File: config.mk
export PLATFORM = sky130hd
export DESIGN_NAME = pipe_hazard_ctrl
export DESIGN_NICKNAME = d
export VERILOG_FILES = /design/src/rtl/pipe_ctrl_pkg.sv /design/src/rtl/load_use_detect.sv /design/src/rtl/pipe_hazard_ctrl.sv
export SDC_FILE = /design/constraint.sdc
export NUM_CORES = 1
export LEC_CHECK = 0
export ABC_AREA = 1
export BUFFER_PORTS_ARGS = -buffer_cell sky130_fd_sc_hd__buf_4
export CAP_MARGIN = 25
export CELL_PAD_IN_SITES_DETAIL_PLACEMENT = 0
export CELL_PAD_IN_SITES_GLOBAL_PLACEMENT = 1
export CORE_MARGIN = 2
export CORE_UTILIZATION = 20
export CTS_CLUSTER_SIZE = 14
export DETAILED_ROUTE_END_ITERATION = 7
export PLACE_DENSITY_LB_ADDON = 0.05
export SLEW_MARGIN = 20
export SYNTH_ARGS = -nofsm -noshare
export SYNTH_HDL_FRONTEND = slang
export SYNTH_SLANG_ARGS = --single-unit
File: constraint.sdc
create_clock -name Clk -period 3.75 [get_ports Clk]
set_input_delay 0.1875 -clock Clk [delete_from_list [all_inputs] [get_ports Clk]]
set_output_delay 0.1875 -clock Clk [all_outputs]
set_load 0.03 [all_outputs]
File: src/rtl/pipe_ctrl_pkg.sv
// Shared types and constants for the pipeline hazard controller and its helpers.
package pipe_ctrl_pkg;

    localparam int unsigned DefaultAddrW = 64;
    localparam int unsigned DefaultRegAw = 5;
    localparam int unsigned BubCntW      = 3;

    typedef enum logic [1:0] {
        StRun      = 2'd0,
        StLuStall  = 2'd1,
        StRedirect = 2'd2,
        StMemWait  = 2'd3
    } hazard_state_e;

    typedef struct packed {
        logic pc_stall;
        logic if_id_stall;
        logic if_id_flush;
        logic id_ex_stall;
        logic id_ex_flush;
        logic ex_mem_stall;
        logic redirect;
    } stage_ctrl_t;

    localparam stage_ctrl_t CtrlIdle     = '0;
    localparam stage_ctrl_t CtrlStallAll = '{pc_stall: 1'b1, if_id_stall: 1'b1,
                                             id_ex_stall: 1'b1, ex_mem_stall: 1'b1,
                                             default: 1'b0};
    localparam stage_ctrl_t CtrlLuBubble = '{pc_stall: 1'b1, if_id_stall: 1'b1,
                                             id_ex_flush: 1'b1, default: 1'b0};
    localparam stage_ctrl_t CtrlFlushAll = '{if_id_flush: 1'b1, id_ex_flush: 1'b1,
                                             default: 1'b0};
    localparam stage_ctrl_t CtrlRedirect = '{if_id_flush: 1'b1, id_ex_flush: 1'b1,
                                             redirect: 1'b1, default: 1'b0};

    // Counter preload so that a follow-on state lasts exactly 'cycles' cycles (count down to 0).
    function automatic logic [BubCntW-1:0] bub_preload(int unsigned cycles);
        logic [BubCntW-1:0] val;
        val = '0;
        if (cycles > 0) begin
            val = BubCntW'(cycles - 1);
        end
        return val;
    endfunction

endpackage

File: src/rtl/load_use_detect.sv
// Combinational load-use hazard compare between the EX load destination and ID sources.
module load_use_detect
    import pipe_ctrl_pkg::*;
#(
    parameter int unsigned REG_AW = DefaultRegAw
) (
    input  logic [REG_AW-1:0] id_rs1_addr_i,
    input  logic [REG_AW-1:0] id_rs2_addr_i,
    input  logic              id_rs1_used_i,
    input  logic              id_rs2_used_i,
    input  logic [REG_AW-1:0] ex_rd_addr_i,
    input  logic              ex_rd_we_i,
    input  logic              ex_is_load_i,
    output logic              lu_hit_o
);

    logic rs1_match;
    logic rs2_match;
    logic ex_load_writes;

    // x0 is hardwired to zero, so a load into it can never create a dependency.
    assign ex_load_writes = ex_is_load_i & ex_rd_we_i & (ex_rd_addr_i != '0);
    assign rs1_match      = id_rs1_used_i & (id_rs1_addr_i == ex_rd_addr_i);
    assign rs2_match      = id_rs2_used_i & (id_rs2_addr_i == ex_rd_addr_i);
    assign lu_hit_o       = ex_load_writes & (rs1_match | rs2_match);

endmodule

File: src/rtl/pipe_hazard_ctrl.sv
// Pipeline hazard controller: stall, flush and PC-redirect sequencing around ID/EX.
// Define PIPE_HAZ_PERF_EN to add the stall/flush cycle counters.
module pipe_hazard_ctrl
    import pipe_ctrl_pkg::*;
#(
    parameter int unsigned ADDR_W           = DefaultAddrW,
    parameter int unsigned REG_AW           = DefaultRegAw,
    parameter int unsigned LOAD_USE_BUBBLES = 1,
    parameter int unsigned REDIRECT_BUBBLES = 1
) (
    input  logic              Clk,
    input  logic              Rst,
    input  logic [REG_AW-1:0] IdRs1Addr,
    input  logic [REG_AW-1:0] IdRs2Addr,
    input  logic              IdRs1Used,
    input  logic              IdRs2Used,
    input  logic [REG_AW-1:0] ExRdAddr,
    input  logic              ExRdWriteEnable,
    input  logic              ExIsLoad,
    input  logic              ExBranchTaken,
    input  logic [ADDR_W-1:0] ExBranchTarget,
    input  logic              MemReq,
    input  logic              MemReady,
    output logic              PcStall,
    output logic              IfIdStall,
    output logic              IfIdFlush,
    output logic              IdExStall,
    output logic              IdExFlush,
    output logic              ExMemStall,
    output logic              Redirect,
    output logic [ADDR_W-1:0] RedirectPc
`ifdef PIPE_HAZ_PERF_EN
    ,
    output logic [31:0]       PerfStallCnt,
    output logic [31:0]       PerfFlushCnt
`endif
);

    // The first load-use bubble is issued from StRun, so StLuStall covers the remainder.
    localparam logic [BubCntW-1:0] LuPreload = bub_preload(LOAD_USE_BUBBLES - 1);
    localparam logic [BubCntW-1:0] RdPreload = bub_preload(REDIRECT_BUBBLES);

    hazard_state_e      state_q, state_d;
    logic [BubCntW-1:0] bub_cnt_q, bub_cnt_d;
    logic               resume_lu_q, resume_lu_d;
    logic               lu_hit;
    logic               mem_wait;
    stage_ctrl_t        ctrl;
    stage_ctrl_t        ctrl_out;

    load_use_detect #(
        .REG_AW(REG_AW)
    ) u_load_use_detect (
        .id_rs1_addr_i(IdRs1Addr),
        .id_rs2_addr_i(IdRs2Addr),
        .id_rs1_used_i(IdRs1Used),
        .id_rs2_used_i(IdRs2Used),
        .ex_rd_addr_i (ExRdAddr),
        .ex_rd_we_i   (ExRdWriteEnable),
        .ex_is_load_i (ExIsLoad),
        .lu_hit_o     (lu_hit)
    );

    assign mem_wait = MemReq & ~MemReady;

    always_comb begin
        state_d     = state_q;
        bub_cnt_d   = bub_cnt_q;
        resume_lu_d = resume_lu_q;
        ctrl        = CtrlIdle;

        unique case (state_q)
            StRun: begin
                if (mem_wait) begin
                    ctrl        = CtrlStallAll;
                    state_d     = StMemWait;
                    resume_lu_d = 1'b0;
                end else if (ExBranchTaken) begin
                    ctrl = CtrlRedirect;
                    if (REDIRECT_BUBBLES > 0) begin
                        state_d   = StRedirect;
                        bub_cnt_d = RdPreload;
                    end
                end else if (lu_hit) begin
                    ctrl = CtrlLuBubble;
                    if (LOAD_USE_BUBBLES > 1) begin
                        state_d   = StLuStall;
                        bub_cnt_d = LuPreload;
                    end
                end
            end

            StLuStall: begin
                // A memory wait freezes the bubble sequence; the count survives untouched.
                if (mem_wait) begin
                    ctrl        = CtrlStallAll;
                    state_d     = StMemWait;
                    resume_lu_d = 1'b1;
                end else begin
                    ctrl = CtrlLuBubble;
                    if (bub_cnt_q == '0) begin
                        state_d = StRun;
                    end else begin
                        bub_cnt_d = bub_cnt_q - BubCntW'(1);
                    end
                end
            end

            StRedirect: begin
                // EX already holds a bubble here, so any branch indication is stale.
                ctrl = CtrlFlushAll;
                if (bub_cnt_q == '0) begin
                    state_d = StRun;
                end else begin
                    bub_cnt_d = bub_cnt_q - BubCntW'(1);
                end
            end

            StMemWait: begin
                if (mem_wait) begin
                    ctrl = CtrlStallAll;
                end else begin
                    state_d = resume_lu_q ? StLuStall : StRun;
                end
            end

            default: begin
                state_d = StRun;
            end
        endcase
    end

    always_ff @(posedge Clk or negedge Rst) begin
        if (!Rst) begin
            state_q     <= StRun;
            bub_cnt_q   <= '0;
            resume_lu_q <= 1'b0;
        end else begin
            state_q     <= state_d;
            bub_cnt_q   <= bub_cnt_d;
            resume_lu_q <= resume_lu_d;
        end
    end

    // Outputs stay quiet during reset; a flush on a register overrides a hold on it.
    always_comb begin
        ctrl_out = CtrlIdle;
        if (Rst) begin
            ctrl_out             = ctrl;
            ctrl_out.if_id_stall = ctrl.if_id_stall & ~ctrl.if_id_flush;
            ctrl_out.id_ex_stall = ctrl.id_ex_stall & ~ctrl.id_ex_flush;
        end
    end

    assign PcStall    = ctrl_out.pc_stall;
    assign IfIdStall  = ctrl_out.if_id_stall;
    assign IfIdFlush  = ctrl_out.if_id_flush;
    assign IdExStall  = ctrl_out.id_ex_stall;
    assign IdExFlush  = ctrl_out.id_ex_flush;
    assign ExMemStall = ctrl_out.ex_mem_stall;
    assign Redirect   = ctrl_out.redirect;
    assign RedirectPc = ctrl_out.redirect ? ExBranchTarget : '0;

`ifdef PIPE_HAZ_PERF_EN
    logic [31:0] perf_stall_q, perf_stall_d;
    logic [31:0] perf_flush_q, perf_flush_d;

    always_comb begin
        perf_stall_d = perf_stall_q + {31'd0, ctrl_out.pc_stall};
        perf_flush_d = perf_flush_q + {31'd0, ctrl_out.id_ex_flush};
    end

    always_ff @(posedge Clk or negedge Rst) begin
        if (!Rst) begin
            perf_stall_q <= '0;
            perf_flush_q <= '0;
        end else begin
            perf_stall_q <= perf_stall_d;
            perf_flush_q <= perf_flush_d;
        end
    end

    assign PerfStallCnt = perf_stall_q;
    assign PerfFlushCnt = perf_flush_q;
`endif

endmodule
* Word level (Yosys, flattened, before mapping)
Cells that the tools add are included.
** Storage, ports and cells
- Bits in registers :: 6
- Logic and storage cells :: 59
- Output and inout bits :: 71
- Bits of input ports :: 88
** Cells by class
- Reductions and logical operators :: 8
- Eq/ne operators :: 12
- Bitwise operators :: 12
- Multiplexer cells :: 23
- Add/sub/neg operators :: 1
** Operator list (number)
- two-way mux 64 bit :: 1
- two-way mux 7 bit :: 5
- case mux 7 bit (4 select lines) :: 1
- two-way mux 3 bit :: 4
- != test 2 bit, second input constant :: 6
- equality test 5 bit :: 2
- two-way mux 2 bit :: 5
- case mux 3 bit (3 select lines) :: 1
- bitwise AND 1 bit :: 8
- case mux 2 bit (4 select lines) :: 1
- nonzero test 5 bit :: 1
- equality test 2 bit, second input constant :: 2
- two-way mux 4 bit :: 1
- AND reduction 4 bit :: 1
- logical NOT 3 bit :: 1
- two-way mux 1 bit :: 3
- != test 3 bit, second input constant :: 1
- NOT 1 bit :: 3
- AND reduction 3 bit :: 1
- nonzero test 3 bit :: 1
- subtractor 3 x 1 -> 3 bit, second input constant :: 1
- equality test 2 x 1 -> 1 bit, second input constant :: 1
- logical NOT 2 bit :: 1
- case mux 1 bit (2 select lines) :: 1
- other kinds (3) :: 3

* Longest topological paths before layout
- Depth after elaboration :: 12
- Mapped depth :: 10
- Depth with buffers taken out :: 10

* By module
From an unflattened synthesis, not the netlist that was laid out.
** Second synthesis, totals
- Cell total of the unflattened synthesis :: 294
- Area total of the unflattened synthesis :: 1799.2 µm²
** By module, submodules not included
- pipe_hazard_ctrl :: area each 1581.5 µm², instances 1, sequential area each 150.1 µm², cells each 239
- load_use_detect :: area each 217.7 µm², instances 1, sequential area each 0.0 µm², cells each 55

* Worst setup path before layout
Ideal clock, no wire load.
- Path type :: flip-flop to output port
- Start :: reg state_q[0]
- End :: out IdExStall
- Arrival time :: 2.077 ns
- Path buffers :: 0
- Path slack :: 1.485 ns
- Data required time :: 3.562 ns
- Cell stages (with the launch flop) :: 9
- Path through :: dfrtp_1 > inv_1 > ha_1 > inv_1 > nand2_1 > nand2_1 > a21oi_1 > inv_1 > a21oi_1
** On the way
- Word-level cells in the longest chain between the ends :: 5
- Elaborated cells on any way between the ends :: 8
- Those cells by class :: eq/ne: 3; mux: 2; bitwise: 2; reduce/logical: 1
** Ends and longest elaborated chain
- start, declared :: RTL line pipe_hazard_ctrl.sv:43 : hazard_state_e state_q, state_d;
- start signal, assigned :: RTL line pipe_hazard_ctrl.sv:135 : state_q <= StRun;
- start signal, assigned :: RTL line pipe_hazard_ctrl.sv:139 : state_q <= state_d;
- equality test 2 bit (tied with other cells) :: RTL line pipe_hazard_ctrl.sv:72 : unique case (state_q)
- case mux 7 bit (4 select lines) (*) :: RTL line pipe_hazard_ctrl.sv:72
- NOT 1 bit :: RTL line pipe_hazard_ctrl.sv:151 : ctrl_out.id_ex_stall = ctrl.id_ex_stall & ~ctrl.id_ex_flush;
- bitwise AND 1 bit (*) :: RTL line pipe_hazard_ctrl.sv:151
- two-way mux 7 bit (*) :: RTL line pipe_hazard_ctrl.sv:148 : if (Rst) begin
- end, declared :: RTL line pipe_hazard_ctrl.sv:27 : output logic IdExStall,
Mark *: on every way between the ends. The rest lies on a longest branch, timed or not.

* Worst setup path in the final report
- Start :: reg state_q[0]
- End :: out RedirectPc[5]
** On the way
- Word-level cells in the longest chain between the ends :: 4
- Elaborated cells on any way between the ends :: 7
- Those cells by class :: eq/ne: 3; mux: 3; reduce/logical: 1
** Ends and longest elaborated chain
- equality test 2 bit (tied with other cells) :: RTL line pipe_hazard_ctrl.sv:72
- case mux 7 bit (4 select lines) (*) :: RTL line pipe_hazard_ctrl.sv:72
- two-way mux 7 bit (*) :: RTL line pipe_hazard_ctrl.sv:148
- two-way mux 64 bit (*) :: RTL line pipe_hazard_ctrl.sv:162 : assign RedirectPc = ctrl_out.redirect ? ExBranchTarget : '0;
- end, declared :: RTL line pipe_hazard_ctrl.sv:31 : output logic [ADDR_W-1:0] RedirectPc
Marks and branches as above.

==> run metrics <==
mapped cell area=1330 µm²; final critical-path share of the clock period=0.669; Setup CP Type=flop to primary output; Syn Area/Cell=4.99 µm²; vias in the first global route=1654; crit path launch=state_q[0]; Crit path arrival time=2320 ps; CP peak stage delay=530 ps; initial antenna violation count=0; Core ar.=6390 µm²; Max FO, Critical Path=42; Worst-path clk slew=30 ps; FF+latch count, synth=6; drt first pass iters=4; share of cells above drive strength 1=0.442; cell count after synthesis=267; IO Port Bufs=158; Place WS=1460 ps; Critical Path End Type=primary output; Worst-Margin Slew=525 ps; synth-to-layout area growth=95.4%; PnR worst setup slack=1240 ps; setup tns final=0 ps; RR Startpoint=state_q[0]; critical path's slowest cell=buf_4; Die W=85.6 µm; crit start category=flop; Yosys cell types=18; Final Skew=3.74 ps; TritonCTS sink count=6; Ports=159; maximum clock insertion buffer count=2; Skew-Pair Late Insertion Delay=220 ps; Vias=1922; Routability Congestion=0.832; post-route ant nets=0; DRC=0; Critical Path RT=3560 ps; Tot GR Track Use=0.137; H-tree depth=1; Achievable Freq=0.399 GHz; TritonCTS clock tree=done; yosys warns=0; number of max-cap violations=0; full die area=7330 µm²; antenna cell count=0; VDD IR-drop max=290 µV; Slew HR=0.650; Worst Path Buf+Inv=3; run status=complete, no violations; # nets final=519; final slew viol count=0; root buf cell=clkbuf_8; post-synth net total=361; Cell Rows=29; leakage dissipation=1.81 nW; CP cell instances=inv_1, ha_1, nand2_2, nor2_4, nand2_2, buf_4, nor2_1, buf_4; Starting Density=0.209; Final setup viols=0; DR iter-0 viols=60; DRT Wirelength=5540 µm; DPL Wire Length=4840 µm; minimum clock period after layout=2510 ps; hold crit path type=input pin to flop; via/cell ratio=3.84; Seq/Total Area, Yosys=0.113; largest net degree at the start of global routing=43; critical hold path startpoint=MemReady; RSZ-0062 raised after global routing=false; first-pass GRT wire length=8130 µm; cell family with most CP delay=buffers and inverters; grt total ovfl=0; pwr/cell area=350 nW/µm²; TritonCTS Buffers=3; endpoints failing hold=0; die height=85.6 µm; DR WL/cell=11.1 µm
routing by layer:
layer	GRT usage	vias up	wire length [µm]
li1	-	1040	-
met1	0.143	797	2100
met2	0.276	83	2900
met3	0.0346	2	522
met4	0.0202	0	13
met5	0	-	0
registers in the layout, summed over array words and instances (netlist names):
signal / flops
bub_cnt_q: 3
state_q: 2
resume_lu_q: 1
where the power goes:
part,total [mW],switching (mW),internal (mW)
clock network,0.0944,0.0256,0.0688
registers,0.117,0.0201,0.0972
logic,0.699,0.428,0.272
final cells by class:
| cell class | count | area (µm²) |
|---|---|---|
| Clock buffer | 3 | 41.3 |
| Fill cell | 695 | 3780 |
| Timing Repair Buffer | 160 | 1200 |
| Sequential cell | 6 | 150 |
| Tap cell | 77 | 96.3 |
| Inverter | 100 | 375 |
| Multi-Input combinational cell | 154 | 737 |
through the flow:
stage / instances / hold WS, ps / utilization / total power, mW / cell area, µm²
2_1_floorplan: 267 / -108 / - / 0.582 / 1330
3_3_place_gp: 496 / 15.1 / 0.400 / 0.827 / 2550
3_5_place_dp: 496 / 16.1 / 0.400 / 0.823 / 2550
4_1_cts: 500 / 277 / 0.408 / 0.924 / 2600
5_1_grt: 500 / 315 / 0.408 / 0.995 / 2600
6_report: 500 / 276 / 0.408 / 0.911 / 2600
worst paths after layout:
| check | end | slack, ps | cells past startpoint |
|---|---|---|---|
| worst max-delay path | RedirectPc[5] | 1240 | 8 |
| worst min-delay path | resume_lu_q | 280 | 4 |
| worst max register to register | bub_cnt_q[0] | 2120 | 9 |
| worst min register to register | resume_lu_q | 470 | 2 |
| max in group asynchronous | resume_lu_q | 3280 | 2 |
| min in group asynchronous | bub_cnt_q[1] | 330 | 2 |
Yosys cell counts:
library cell,n,area share
a21oi_1,6,0.023
inv_2,1,0.0028
nand2_2,1,0.0047
o21ai_0,5,0.019
dfrtp_1,6,0.11
buf_2,1,0.0038
nor2_1,57,0.16
nand2_1,47,0.13
a211oi_1,1,0.0056
nand3_1,4,0.015
inv_1,99,0.28
nand4_1,1,0.0047
a22oi_1,1,0.0056
buf_6,6,0.051
nor2_2,20,0.094
nor2_4,2,0.017
o22ai_1,3,0.014
ha_1,6,0.056
repair_timing:
item | CTS | global route
endpoints found under the setup margin | 0 | 0
endpoints found under the hold margin | 6 | 0
setup buffers | 0 | 0
gates resized for setup | 0 | 0
hold buffers | 1 | 0
logic make-up after synthesis:
family | count (synthesis) | share of synthesized area
simple gates | 132 | 0.428
flops | 6 | 0.113
fa+ha+maj | 6 | 0.0563
buf+inv | 107 | 0.336
compound gates | 16 | 0.0667
worst register-to-register path, stage by stage (launching register included):
cell and delay [ps]:
dfrtp_1 400, inv_1 80, ha_1 270, inv_1 130, nand2_1 80, nand2_1 120
nand3_1 120, inv_1 110, nand2_1 90, o21ai_0 160
layout by cell type, fill, tap and decap left out:
cell | Yosys | routed
a211oi_1 | 1 | 1
a21oi_1 | 6 | 6
a22oi_1 | 1 | 1
buf_4 | 0 | 159
clkbuf_8 | 0 | 3
dfrtp_1 | 6 | 6
dlygate4sd3_1 | 0 | 1
ha_1 | 6 | 6
inv_1 | 99 | 99
inv_2 | 1 | 1
nand2_1 | 47 | 46
nand2_2 | 1 | 2
nand3_1 | 4 | 4
nand4_1 | 1 | 1
nor2_1 | 57 | 57
nor2_2 | 20 | 20
nor2_4 | 2 | 2
o21ai_0 | 5 | 5
o22ai_1 | 3 | 3
Power figures use the tool's default switching activity.
